==> src/rtl/ps2_pkg.sv <==
// ps2_pkg: shared constants, event packing and FSM state type for the PS/2 event receiver
package ps2_pkg;
    localparam logic [7:0] PS2_EXT = 8'hE0;
    localparam logic [7:0] PS2_BRK = 8'hF0;
    localparam int EV_W = 10;
    localparam int EV_CODE_LSB = 0;
    localparam int EV_BRK_BIT = 8;
    localparam int EV_EXT_BIT = 9;
    typedef enum logic [1:0] {IDLE, DATA, PARITY, STOP} ps2_state_t;
    function automatic logic [EV_W-1:0] mk_event(input logic ext, input logic brk, input logic [7:0] code);
        logic [EV_W-1:0] ev;
        ev = '0;
        ev[EV_EXT_BIT] = ext;
        ev[EV_BRK_BIT] = brk;
        ev[EV_CODE_LSB +: 8] = code;
        return ev;
    endfunction
endpackage

==> src/rtl/ps2_event_fifo.sv <==
// ps2_event_fifo: show-ahead event FIFO with push-on-full-with-pop and drop-on-full rules
module ps2_event_fifo #(
    parameter int WIDTH = 10,
    parameter int DEPTH = 8
) (
    input  logic                     clk,
    input  logic                     rst,
    input  logic                     i_push,
    input  logic [WIDTH-1:0]         i_data,
    output logic                     o_full,
    input  logic                     i_pop,
    output logic [WIDTH-1:0]         o_data,
    output logic                     o_empty,
    output logic [$clog2(DEPTH):0]   o_level
);
    localparam int AW = $clog2(DEPTH);
    logic [WIDTH-1:0] r_mem [DEPTH];
    logic [AW:0] r_wr, r_rd;
    logic w_pop, w_push;
    assign o_level = r_wr - r_rd;
    assign o_empty = r_wr == r_rd;
    assign o_full = (r_wr[AW] != r_rd[AW]) && (r_wr[AW-1:0] == r_rd[AW-1:0]);
    assign w_pop = i_pop & ~o_empty;
    assign w_push = i_push & (~o_full | w_pop);
    assign o_data = o_empty ? '0 : r_mem[r_rd[AW-1:0]];
    always_ff @(posedge clk) begin
        if (rst) begin
            r_wr <= '0;
            r_rd <= '0;
        end else begin
            if (w_push) r_wr <= r_wr + (AW+1)'(1);
            if (w_pop) r_rd <= r_rd + (AW+1)'(1);
        end
    end
    always_ff @(posedge clk) begin
        if (w_push) r_mem[r_wr[AW-1:0]] <= i_data;
    end
endmodule

==> src/rtl/ps2_event_rx.sv <==
// ps2_event_rx: filtered PS/2 frame receiver with watchdog, prefix folding and an event FIFO
module ps2_event_rx
    import ps2_pkg::*;
#(
    parameter int CLK_HZ      = 50000000,
    parameter int TIMEOUT_US  = 200,
    parameter int FILTER_LEN  = 4,
    parameter int FIFO_DEPTH  = 8,
    parameter int FOLD_PREFIX = 1,
    parameter int ERR_W       = 8
) (
    input  logic                          CLOCK_50,
    input  logic                          reset,
    input  logic                          PS2_CLK,
    input  logic                          PS2_DAT,
    output logic [EV_W-1:0]               ev_data,
    output logic                          ev_valid,
    input  logic                          ev_ready,
    output logic [$clog2(FIFO_DEPTH):0]   fifo_level,
    output logic [ERR_W-1:0]              err_count,
    output logic [ERR_W-1:0]              ovf_count
);
    localparam longint TO_CYC = longint'(TIMEOUT_US) * longint'(CLK_HZ) / 1000000;
    localparam int WD_W = $clog2(TO_CYC + 1);
    localparam int FC_W = $clog2(FILTER_LEN + 1);
    logic [1:0] r_s0, r_s1, r_flt;
    logic [FC_W-1:0] r_fcnt [2];
    logic r_clk_d;
    ps2_state_t r_state, w_state_nx;
    logic [2:0] r_idx;
    logic [7:0] r_shift;
    logic r_par, r_ext, r_brk, r_push;
    logic [EV_W-1:0] r_push_data;
    logic [WD_W-1:0] r_wd;
    logic [ERR_W-1:0] r_err, r_ovf;
    logic w_fall, w_dat, w_timeout, w_stop, w_good, w_err;
    logic w_is_ext, w_is_brk, w_full, w_empty, w_pop, w_ovf;
    always_ff @(posedge CLOCK_50) begin
        if (reset) begin
            r_s0 <= '1;
            r_s1 <= '1;
            r_flt <= '1;
            r_clk_d <= 1'b1;
            for (int k = 0; k < 2; k++) r_fcnt[k] <= '0;
        end else begin
            r_s0 <= {PS2_DAT, PS2_CLK};
            r_s1 <= r_s0;
            r_clk_d <= r_flt[0];
            for (int k = 0; k < 2; k++) begin
                if (r_s1[k] == r_flt[k]) begin
                    r_fcnt[k] <= '0;
                end else if (r_fcnt[k] == FC_W'(FILTER_LEN - 1)) begin
                    r_flt[k] <= r_s1[k];
                    r_fcnt[k] <= '0;
                end else begin
                    r_fcnt[k] <= r_fcnt[k] + FC_W'(1);
                end
            end
        end
    end
    assign w_fall = r_clk_d & ~r_flt[0];
    assign w_dat = r_flt[1];
    assign w_timeout = (r_state != IDLE) & ~w_fall & (r_wd == WD_W'(TO_CYC - 1));
    assign w_stop = w_fall & (r_state == STOP);
    assign w_good = w_stop & w_dat & (^{r_shift, r_par});
    assign w_err = (w_fall & (r_state == IDLE) & w_dat) | (w_stop & ~w_good) | w_timeout;
    assign w_is_ext = (FOLD_PREFIX != 0) && (r_shift == PS2_EXT);
    assign w_is_brk = (FOLD_PREFIX != 0) && (r_shift == PS2_BRK);
    assign w_pop = ev_ready & ev_valid;
    assign w_ovf = r_push & w_full & ~w_pop;
    always_comb begin
        w_state_nx = r_state;
        if (w_timeout) begin
            w_state_nx = IDLE;
        end else if (w_fall) begin
            case (r_state)
                IDLE:    w_state_nx = w_dat ? IDLE : DATA;
                DATA:    w_state_nx = (r_idx == 3'd7) ? PARITY : DATA;
                PARITY:  w_state_nx = STOP;
                default: w_state_nx = IDLE;
            endcase
        end
    end
    always_ff @(posedge CLOCK_50) begin
        if (reset) begin
            r_state <= IDLE;
            r_idx <= '0;
            r_shift <= '0;
            r_par <= 1'b0;
            r_ext <= 1'b0;
            r_brk <= 1'b0;
            r_push <= 1'b0;
            r_push_data <= '0;
            r_wd <= '0;
            r_err <= '0;
            r_ovf <= '0;
        end else begin
            r_state <= w_state_nx;
            r_push <= w_good & ~w_is_ext & ~w_is_brk;
            r_wd <= (w_fall || r_state == IDLE) ? '0 : r_wd + WD_W'(1);
            if (w_fall && r_state == IDLE) r_idx <= '0;
            if (w_fall && r_state == DATA) begin
                r_shift <= {w_dat, r_shift[7:1]};
                r_idx <= r_idx + 3'd1;
            end
            if (w_fall && r_state == PARITY) r_par <= w_dat;
            if (w_good) r_push_data <= mk_event(r_ext, r_brk, r_shift);
            if (w_err) begin
                r_ext <= 1'b0;
                r_brk <= 1'b0;
            end else if (w_good) begin
                r_ext <= w_is_ext | (w_is_brk & r_ext);
                r_brk <= w_is_brk | (w_is_ext & r_brk);
            end
            if (w_err && r_err != '1) r_err <= r_err + ERR_W'(1);
            if (w_ovf && r_ovf != '1) r_ovf <= r_ovf + ERR_W'(1);
        end
    end
    ps2_event_fifo #(.WIDTH(EV_W), .DEPTH(FIFO_DEPTH)) u_fifo (
        .clk     (CLOCK_50),
        .rst     (reset),
        .i_push  (r_push),
        .i_data  (r_push_data),
        .o_full  (w_full),
        .i_pop   (w_pop),
        .o_data  (ev_data),
        .o_empty (w_empty),
        .o_level (fifo_level)
    );
    assign ev_valid = ~w_empty;
    assign err_count = r_err;
    assign ovf_count = r_ovf;
endmodule

==> config.mk <==
export PLATFORM = sky130hd
export DESIGN_NAME = ps2_event_rx
export DESIGN_NICKNAME = d
export VERILOG_FILES = /design/src/rtl/ps2_pkg.sv /design/src/rtl/ps2_event_fifo.sv /design/src/rtl/ps2_event_rx.sv
export SDC_FILE = /design/constraint.sdc
export NUM_CORES = 1
export LEC_CHECK = 0
export CAP_MARGIN = 0
export CORE_MARGIN = 2
export CORE_UTILIZATION = 55
export CTS_CLUSTER_SIZE = 25
export DETAILED_ROUTE_END_ITERATION = 10
export PLACE_DENSITY = 0.74
export SYNTH_ARGS = -nofsm -noshare
export SYNTH_HDL_FRONTEND = slang
export SYNTH_HIERARCHICAL = 1
export SYNTH_SLANG_ARGS = --single-unit
==> constraint.sdc <==
create_clock -name CLOCK_50 -period 3.3 [get_ports CLOCK_50]
set_input_delay 0.825 -clock CLOCK_50 [delete_from_list [all_inputs] [get_ports CLOCK_50]]
set_output_delay 0.825 -clock CLOCK_50 [all_outputs]
set_load 0.005 [all_outputs]
**Yosys cells after proc, flatten, opt, wreduce, memory -nomap -nowiden**

Memories as Yosys holds them, arrays and structs flattened. A register that Yosys moved wholly into a read port is not among the register bits.
Index checks and enable logic that the tools add are counted.

- Register bits: 72
- Memories: 2
- Output and inout bits: 31
- Bits in writable memories: 86
- Input port bits: 5
- Logic and storage cells: 140

Memories:

| memory | depth | width | read ports | clocked after memory_dff | wr ports | RTL line | source |
|---|---|---|---|---|---|---|---|
| u_fifo.r_mem | 8 | 10 | 1 | 1 | 1 | ps2_event_fifo.sv:17 | `logic [WIDTH-1:0] r_mem [DEPTH];` |
| r_fcnt | 2 | 3 | 2 | 0 | 2 | ps2_event_rx.sv:27 | `logic [FC_W-1:0] r_fcnt [2];` |

- Bitwise gates (word level): 39
- Add/sub/neg operators: 9
- Equal/unequal tests: 16
- Mux-type cells: 40
- Reduce and logical (&&, ||, !) cells: 16

Operators with widths:

| operator | count |
|---|---|
| 3-bit 2-to-1 mux | 10 |
| 1-bit 2-to-1 mux | 27 |
| 1-bit AND | 18 |
| 8-bit by 1-bit adder with 8-bit output (second input constant) | 2 |
| 8-bit == test (second input constant) | 2 |
| 8-bit inequality test (second input constant) | 2 |
| 14-bit by 1-bit adder with 14-bit output (second input constant) | 1 |
| 14-bit == test (second input constant) | 1 |
| 1-bit OR | 11 |
| 10-bit 2-to-1 mux | 1 |
| 1-bit inverter | 10 |
| 3-bit by 1-bit adder with 3-bit output (second input constant) | 3 |
| 9-bit parity | 1 |
| 4-bit by 1-bit adder with 4-bit output (second input constant) | 2 |
| 3-bit by 2-bit == test with 1-bit output (second input constant) | 2 |
| 1-bit logical AND | 6 |
| 2-bit case mux with 3 select lines | 1 |
| 2-bit OR reduction | 3 |
| 2-bit == test (second input constant) | 2 |
| 4-bit == test | 1 |
| 2-bit AND reduction | 2 |
| 2-bit nonzero test | 2 |
| 4-bit subtractor | 1 |
| 3-bit == test | 1 |
| other kinds (7) | 8 |

**Depth between registers and ports, before layout**

Gate-level depths: netlist of the first run.

- Word-level depth: 10
- Mapped depth: 11
- Depth with buffers taken out: 11

**By module**

The synthesis of the first run kept the hierarchy.

Modules (own cells, without submodules):

| module | area each (µm²) | cells an instance | instances | sequential area each (µm²) |
|---|---|---|---|---|
| ps2_event_fifo | 3688.5 | 211 | 1 | 2622.5 |
| ps2_event_rx | 2967.8 | 327 | 1 | 1461.4 |

**Worst setup path before layout of the first run**

No wires, ideal clock.

- Path type: register to register
- Start point: register u_fifo.r_wr[0]
- End point: memory u_fifo.r_mem[0][0], enable pin
- Arrival: 2.504 ns
- Setup slack: 0.406 ns
- Setup time: 0.390 ns
- Data required time: 2.910 ns
- Path buffers: 0
- Cell stages (with the launch flop): 9
- Period minus slack after synthesis: 2.894 ns
- Cells stage by stage: dfxtp_1 -> inv_1 -> ha_1 -> nand3_1 -> nor2_1 -> nor2b_1 -> or3_1 -> nand3b_1 -> nor3_1

- Longest elaborated chain between the ends: 8
- Elaborated cells between the ends (all ways): 11
- Those cells by class: 2 x eq/ne; 2 x mux; 6 x bitwise; 1 x reduce/logical

RTL lines:

| item | RTL line | source |
|---|---|---|
| start, declared | ps2_event_fifo.sv:18 | `logic [AW:0] r_wr, r_rd;` |
| start signal, assigned | ps2_event_fifo.sv:31 | `if (w_push) r_wr <= r_wr + (AW+1)'(1);` |
| 4-bit == test | ps2_event_fifo.sv:21 | `assign o_empty = r_wr == r_rd;` |
| net w_empty | ps2_event_rx.sv:37 | `logic w_is_ext, w_is_brk, w_full, w_empty, w_pop, w_ovf;` |
| 1-bit inverter | ps2_event_rx.sv:130 | `assign ev_valid = ~w_empty;` |
| 1-bit AND | ps2_event_rx.sv:69 | `assign w_pop = ev_ready & ev_valid;` |
| net w_pop | ps2_event_rx.sv:37 |  |
| 1-bit AND | ps2_event_fifo.sv:23 | `assign w_pop = i_pop & ~o_empty;` |
| 1-bit OR | ps2_event_fifo.sv:24 | `assign w_push = i_push & (~o_full \| w_pop);` |
| 1-bit AND | ps2_event_fifo.sv:24 |  |
| 1-bit 2-to-1 mux | ps2_event_fifo.sv:36 | `if (w_push) r_mem[r_wr[AW-1:0]] <= i_data;` |
| 1-bit 2-to-1 mux (not written as such) | ps2_event_fifo.sv:36 |  |
| end, declared | ps2_event_fifo.sv:17 |  |

The timed path passes the listed nets, and every way through them passes these cells.

**Worst setup path after layout of the first run**

- Start point: register u_fifo.r_wr[1]
- End point: output port ev_data[3]

- Longest elaborated chain between the ends: 2

RTL lines:

| item | RTL line | source |
|---|---|---|
| 4-bit == test | ps2_event_fifo.sv:21 |  |
| 10-bit 2-to-1 mux | ps2_event_fifo.sv:25 | `assign o_data = o_empty ? '0 : r_mem[r_rd[AW-1:0]];` |
| end, declared | ps2_event_rx.sv:16 | `output logic [EV_W-1:0] ev_data,` |

No other way between the ends.

==> results of run 1 <==
==> placed cells by master (no fill, tap or decap), types with 14 or more instances in the layout <==
cell type / instances
a21oi_1: 25
clkbuf_16: 17
clkdlybuf4s50_1: 34
dfxtp_1: 73
edfxtp_1: 86
inv_1: 38
mux2i_1: 14
mux4_2: 20
nand2_1: 32
nand3_1: 18
nor2_1: 63
xnor2_1: 18
xor2_1: 15
==> sequential cells by signal, indices dropped and copies added (netlist names), 3 cells and up, named ones only <==
register      flops
u_fifo/r_mem     80
r_wd             14
r_push_data      10
err_count         8
ovf_count         8
r_shift           8
r_fcnt            6
u_fifo/r_rd       4
u_fifo/r_wr       4
r_idx             3
==> cell usage after synthesis (6+ instances only) <==
cell / count
a21oi_1: 25
inv_1: 38
dfxtp_1: 75
mux2i_1: 14
or3_1: 10
clkbuf_1: 10
o21ai_0: 9
nor3_1: 10
nand3_1: 19
nor2_1: 64
or2_2: 6
o22ai_1: 6
xnor2_1: 18
mux4_2: 20
edfxtp_1: 86
nand2_1: 32
ha_1: 14
xor2_1: 16
nor2b_1: 7
==> worst max-delay path: stages, from the launching register on <==
cell,delay [ps]
dfxtp_1,470
ha_1,310
nand3_2,110
buf_6,140
o21ai_4,70
buf_12,150
o22ai_1,160
clkdlybuf4s50_1,520
==> per-stage QoR <==
stage,util (%),cells
CTS,65.8,753
global route,66.3,754
finish,66.3,754
global placement,60.6,720
detailed placement,60.6,720
floorplan,-,543
==> cells by family after synthesis <==
family	after synthesis	share of synthesized area, %
multiplexers	34	8.87
other	1	0.0563
XOR/XNOR	36	5.06
buffers and inverters	56	3.42
AND/OR/NAND/NOR	175	12.4
flip-flops	161	61.4
AO/OA/AOI/OAI	60	5.86
adder cells (fa/ha/maj)	15	2.93
==> per-layer routing <==
layer  part of all wire, %  vias to the layer above  global-route usage [%]
met5                     0                        -                       0
met4                   1.9                        0                    8.86
met3                   3.3                       15                    4.36
met2                    51                       75                    32.4
met1                    44                     2001                    24.3
li1                      -                     2029                       -
==> worst paths after layout <==
check	start	to	slack, ps	cells after the start
hold reg to reg	r_s0[1]	r_s1[1]	410	1
hold / removal	r_s0[1]	r_s1[1]	410	1
setup / recovery	u_fifo/r_wr[1]	ev_data[3]	120	7
setup reg to reg	u_fifo/r_wr[0]	ovf_count[7]	690	10
==> final cells by class <==
class                      instances  area share (%)
timing repair buffer              49            5.91
sequential                       161            51.8
clock inverter                    14            1.96
multi-input combinational        327            30.7
clock buffer                      18            5.56
tap                              147            2.33
inverter                          38            1.81
==> report_power, final <==
| part | switching [mW] | internal (mW) | total (mW) |
|---|---|---|---|
| logic | 0.0239 | 0.0159 | 0.0398 |
| registers | 0.00518 | 2.10 | 2.10 |
| clock network | 0.797 | 1.14 | 1.94 |
| total | 0.826 | 3.26 | 4.08 |
==> timing repair <==
action | CTS | global route
resized for setup | 3 | 8
endpoints found under the setup margin | 10 | 10
cloned | 0 | 1
pin swaps | 1 | 1
buffers inserted | 1 | 0
==> out/qor.yml, run 1 <==
insertion_delay_ps: 420
grt_usage_pct: 19.4
max_clock_freq_ghz: 0.314
grt_max_degree: 48
dp_hpwl_um: 7800
via_count: 4120
cts_buffers: 17
wire_per_inst_um: 15.6
skew_ps: 5.33
hold_class: "reg -> reg"
synthArstFlopShare_pct: 0
critPathKind: "reg -> out"
ys_top_cells_by_area: "edfxtp_1 39%, dfxtp_1 23%, mux4_2 6.8%, nor2_1 3.6%, ha_1 2.6%"
cap_viol_max_count: 0
initial_core_util_pct: 55.9
yosys_warnings: 6
hold_buffers: 0
multi_input_area_um2: 2420
fin_area_um2: 7900
finalCritPeriodShare_pct: 96.4
place_ws_ps: 263
cts_num_sinks: 161
htreeDepth: 4
drtPass1Iterations: 4
synth_edf_count: 86
setup_viol: 0
tightest_slew_ps: 812
die_area_um2: 13000
seq_area_frac_synth_pct: 61.4
clock_path_buffers: 2
synth_flop_cell: "edfxtp_1"
power_mw: 4.08
die_x_um: 114
antennaDiodeCount: 0
die_y_um: 114
grt_pass1_vias: 4043
status: "complete, no violations"
synth_top_area_cell: "edfxtp_1"
max-vdd-ir-drop_mv: 0.287
syn_area_um2: 6660
nNetsFinal: 614
n_fill_cell: 890
required_ps: 2470
antenna_found_initial: 0
worstSetupStartpointType: "register"
via_per_inst: 5.46
arrival_ps: 2360
finalWirelength_um: 11800
grt_pass1_wl_um: 19500
area_delta_synth_final_pct: 18.6
coreArea_um2: 11900
drc: 0
p_per_area_nw_per_um2: 517
syn_avg_cell_area_um2: 12.4
ant_nets: 0
maxSlewHeadroom_pct: 45.9
end_kind: "primary output"
slew_viol_final: 0
clk_pin_slew_ps: 60
register_area_um2: 4090
synth_cells: 538
drtIter0Drc: 252
num_rows: 40
cts-root-buf: "clkbuf_16"
synth_seq_cells: 161
placed_cell_area_um2: 7220
cts_tree: "done"
pin_count: 36
synth_top_area_share_pct: 38.8
drive_gt1_share_pct: 15.0
routabilityCongestion: 0.838
critPathMaxFanout: 10
rsz0062_at_grt: "false"
numPortBuffers: 35
leakagePower_nw: 2.77
ys_types: 51
setup_slack_ps: 119
fin_crit_ps: 3180
finalHoldViolCount: 0
gr-total-overflow: 0
fin_hold_ws_ps: 407
tns_ps: 0
Power figures use the tool's default switching activity.
==> inputs of run 2 (changes only) <==
- CORE_MARGIN: 2 -> not set
- CORE_UTILIZATION: 55 -> 25
- PLACE_DENSITY: 0.74 -> not set
- SLEW_MARGIN: not set -> 20
==> run 2 against run 1 <==
Against the previous run: final cell count up 25%; clock power up 6%; routed wire length grew 4.2%; via count down 2.7%.
==> out/qor.yml, run 2 (synthesized netlist as in run 1, its figures left out) <==
cp_slowest_cell: "clkdlybuf4s50_1"
clk_pin_slew_ps: 70
p_per_area_nw_per_um2: 511
tns_ps: 0
cts-root-buf: "clkbuf_16"
multi_input_area_um2: 2410
critPathTopFamily: "buffers and inverters"
status: "complete, no violations"
max_stage_delay_ps: 520
ant_nets: 0
area_delta_synth_final_pct: 23.1
rsz0062_at_grt: "false"
die_y_um: 165
antenna_found_initial: 0
finalHoldViolCount: 0
register_area_um2: 4090
insertion_delay_ps: 430
pin_count: 36
die_area_um2: 27300
grt_max_degree: 37
htreeDepth: 4
nNetsFinal: 616
finalCritPeriodShare_pct: 95.8
drc: 0
max-vdd-ir-drop_mv: 0.362
cts_buffers: 17
grt_pass1_wl_um: 20000
timing.critical_path.buf_inv: 4
arrival_ps: 2340
fin_crit_ps: 3160
grt_pass1_vias: 3916
required_ps: 2470
worstSetupStartpointType: "register"
wire_per_inst_um: 13.0
layout_commonest_cell: "edfxtp_1"
leakagePower_nw: 2.84
tightest_slew_ps: 705
coreArea_um2: 26100
cap_viol_max_count: 0
path_cells: "inv_1 -> ha_1 -> nand3_2 -> buf_6 -> o21ai_4 -> buf_12 -> o22ai_1 -> clkdlybuf4s50_1"
grt_usage_pct: 9.69
hold_class: "reg -> reg"
num_rows: 59
cts_num_sinks: 161
die_x_um: 165
initial_core_util_pct: 25.5
critPathKind: "reg -> out"
clock_path_buffers: 2
antennaDiodeCount: 0
maxSlewHeadroom_pct: 53.0
setup_viol: 0
drive_gt1_share_pct: 15.4
n_fill_cell: 2595
gr-total-overflow: 0
numPortBuffers: 35
largest_reg_flops: 80
max_clock_freq_ghz: 0.316
power_mw: 4.19
drtPass1Iterations: 4
layout_common_cells: "86 x edfxtp_1, 72 x dfxtp_1, 63 x nor2_1"
finalWirelength_um: 12300
via_per_inst: 4.25
via_count: 4010
end_kind: "primary output"
hold_buffers: 0
drtIter0Drc: 260
dp_hpwl_um: 8100
skew_ps: 11.9
slew_viol_final: 0
critPathMaxFanout: 10
cts_tree: "done"
routabilityCongestion: 0.784
## run 2: through the flow
| step | worst slack [ps] | cells | hold slack (ps) | utilization [%] | area (um^2) |
|---|---|---|---|---|---|
| after floorplan | 406 | 543 | 389 | - | 6680 |
| after global placement | 184 | 910 | 392 | 28.7 | 7480 |
| after detailed placement | 149 | 910 | 392 | 28.7 | 7480 |
| after CTS | 30.9 | 943 | 410 | 31.3 | 8150 |
| after global routing | 8.45 | 944 | 428 | 31.4 | 8190 |
| final | 140 | 944 | 411 | 31.4 | 8190 |
## run 2: final timing paths
| path | startpoint | end | slack (ps) | depth (start not counted) |
|---|---|---|---|---|
| worst max-delay path | u_fifo/r_rd[1] | ev_data[0] | 140 | 8 |
| worst min-delay path | r_s0[1] | r_s1[1] | 410 | 1 |
| worst max register to register | u_fifo/r_rd[1] | u_fifo/r_mem[0][0] | 820 | 9 |
| worst min register to register | r_s0[1] | r_s1[1] | 410 | 1 |
## run 2: what timing repair did
| action | in CTS | in global routing |
|---|---|---|
| setup endpoints to repair | 10 | 9 |
| pin swaps | 1 | 0 |
| resized for setup | 6 | 7 |
| setup buffers | 1 | 1 |
## run 2: routing by layer
metal / track usage [%] / up-vias / share of wire [%]
met5: 0 / - / 0
met2: 15.3 / 43 / 47
li1: - / 2034 / -
met1: 12.1 / 1918 / 48
met3: 3.60 / 15 / 3.7
met4: 3.50 / 0 / 1.3
## run 2: where the power goes
group          switching, mW  internal, mW
combinational         0.0254        0.0168
sequential           0.00487          2.10
clock                  0.936          1.11
total                  0.966          3.22
## run 2: final cells by class
class / instances / share of cell area [%]
clock buffer: 17 / 5.19
multi-input combinational: 326 / 29.4
clock inverter: 15 / 2.57
sequential: 161 / 49.9
inverter: 38 / 1.74
tap: 335 / 5.12
timing repair buffer: 52 / 6.14
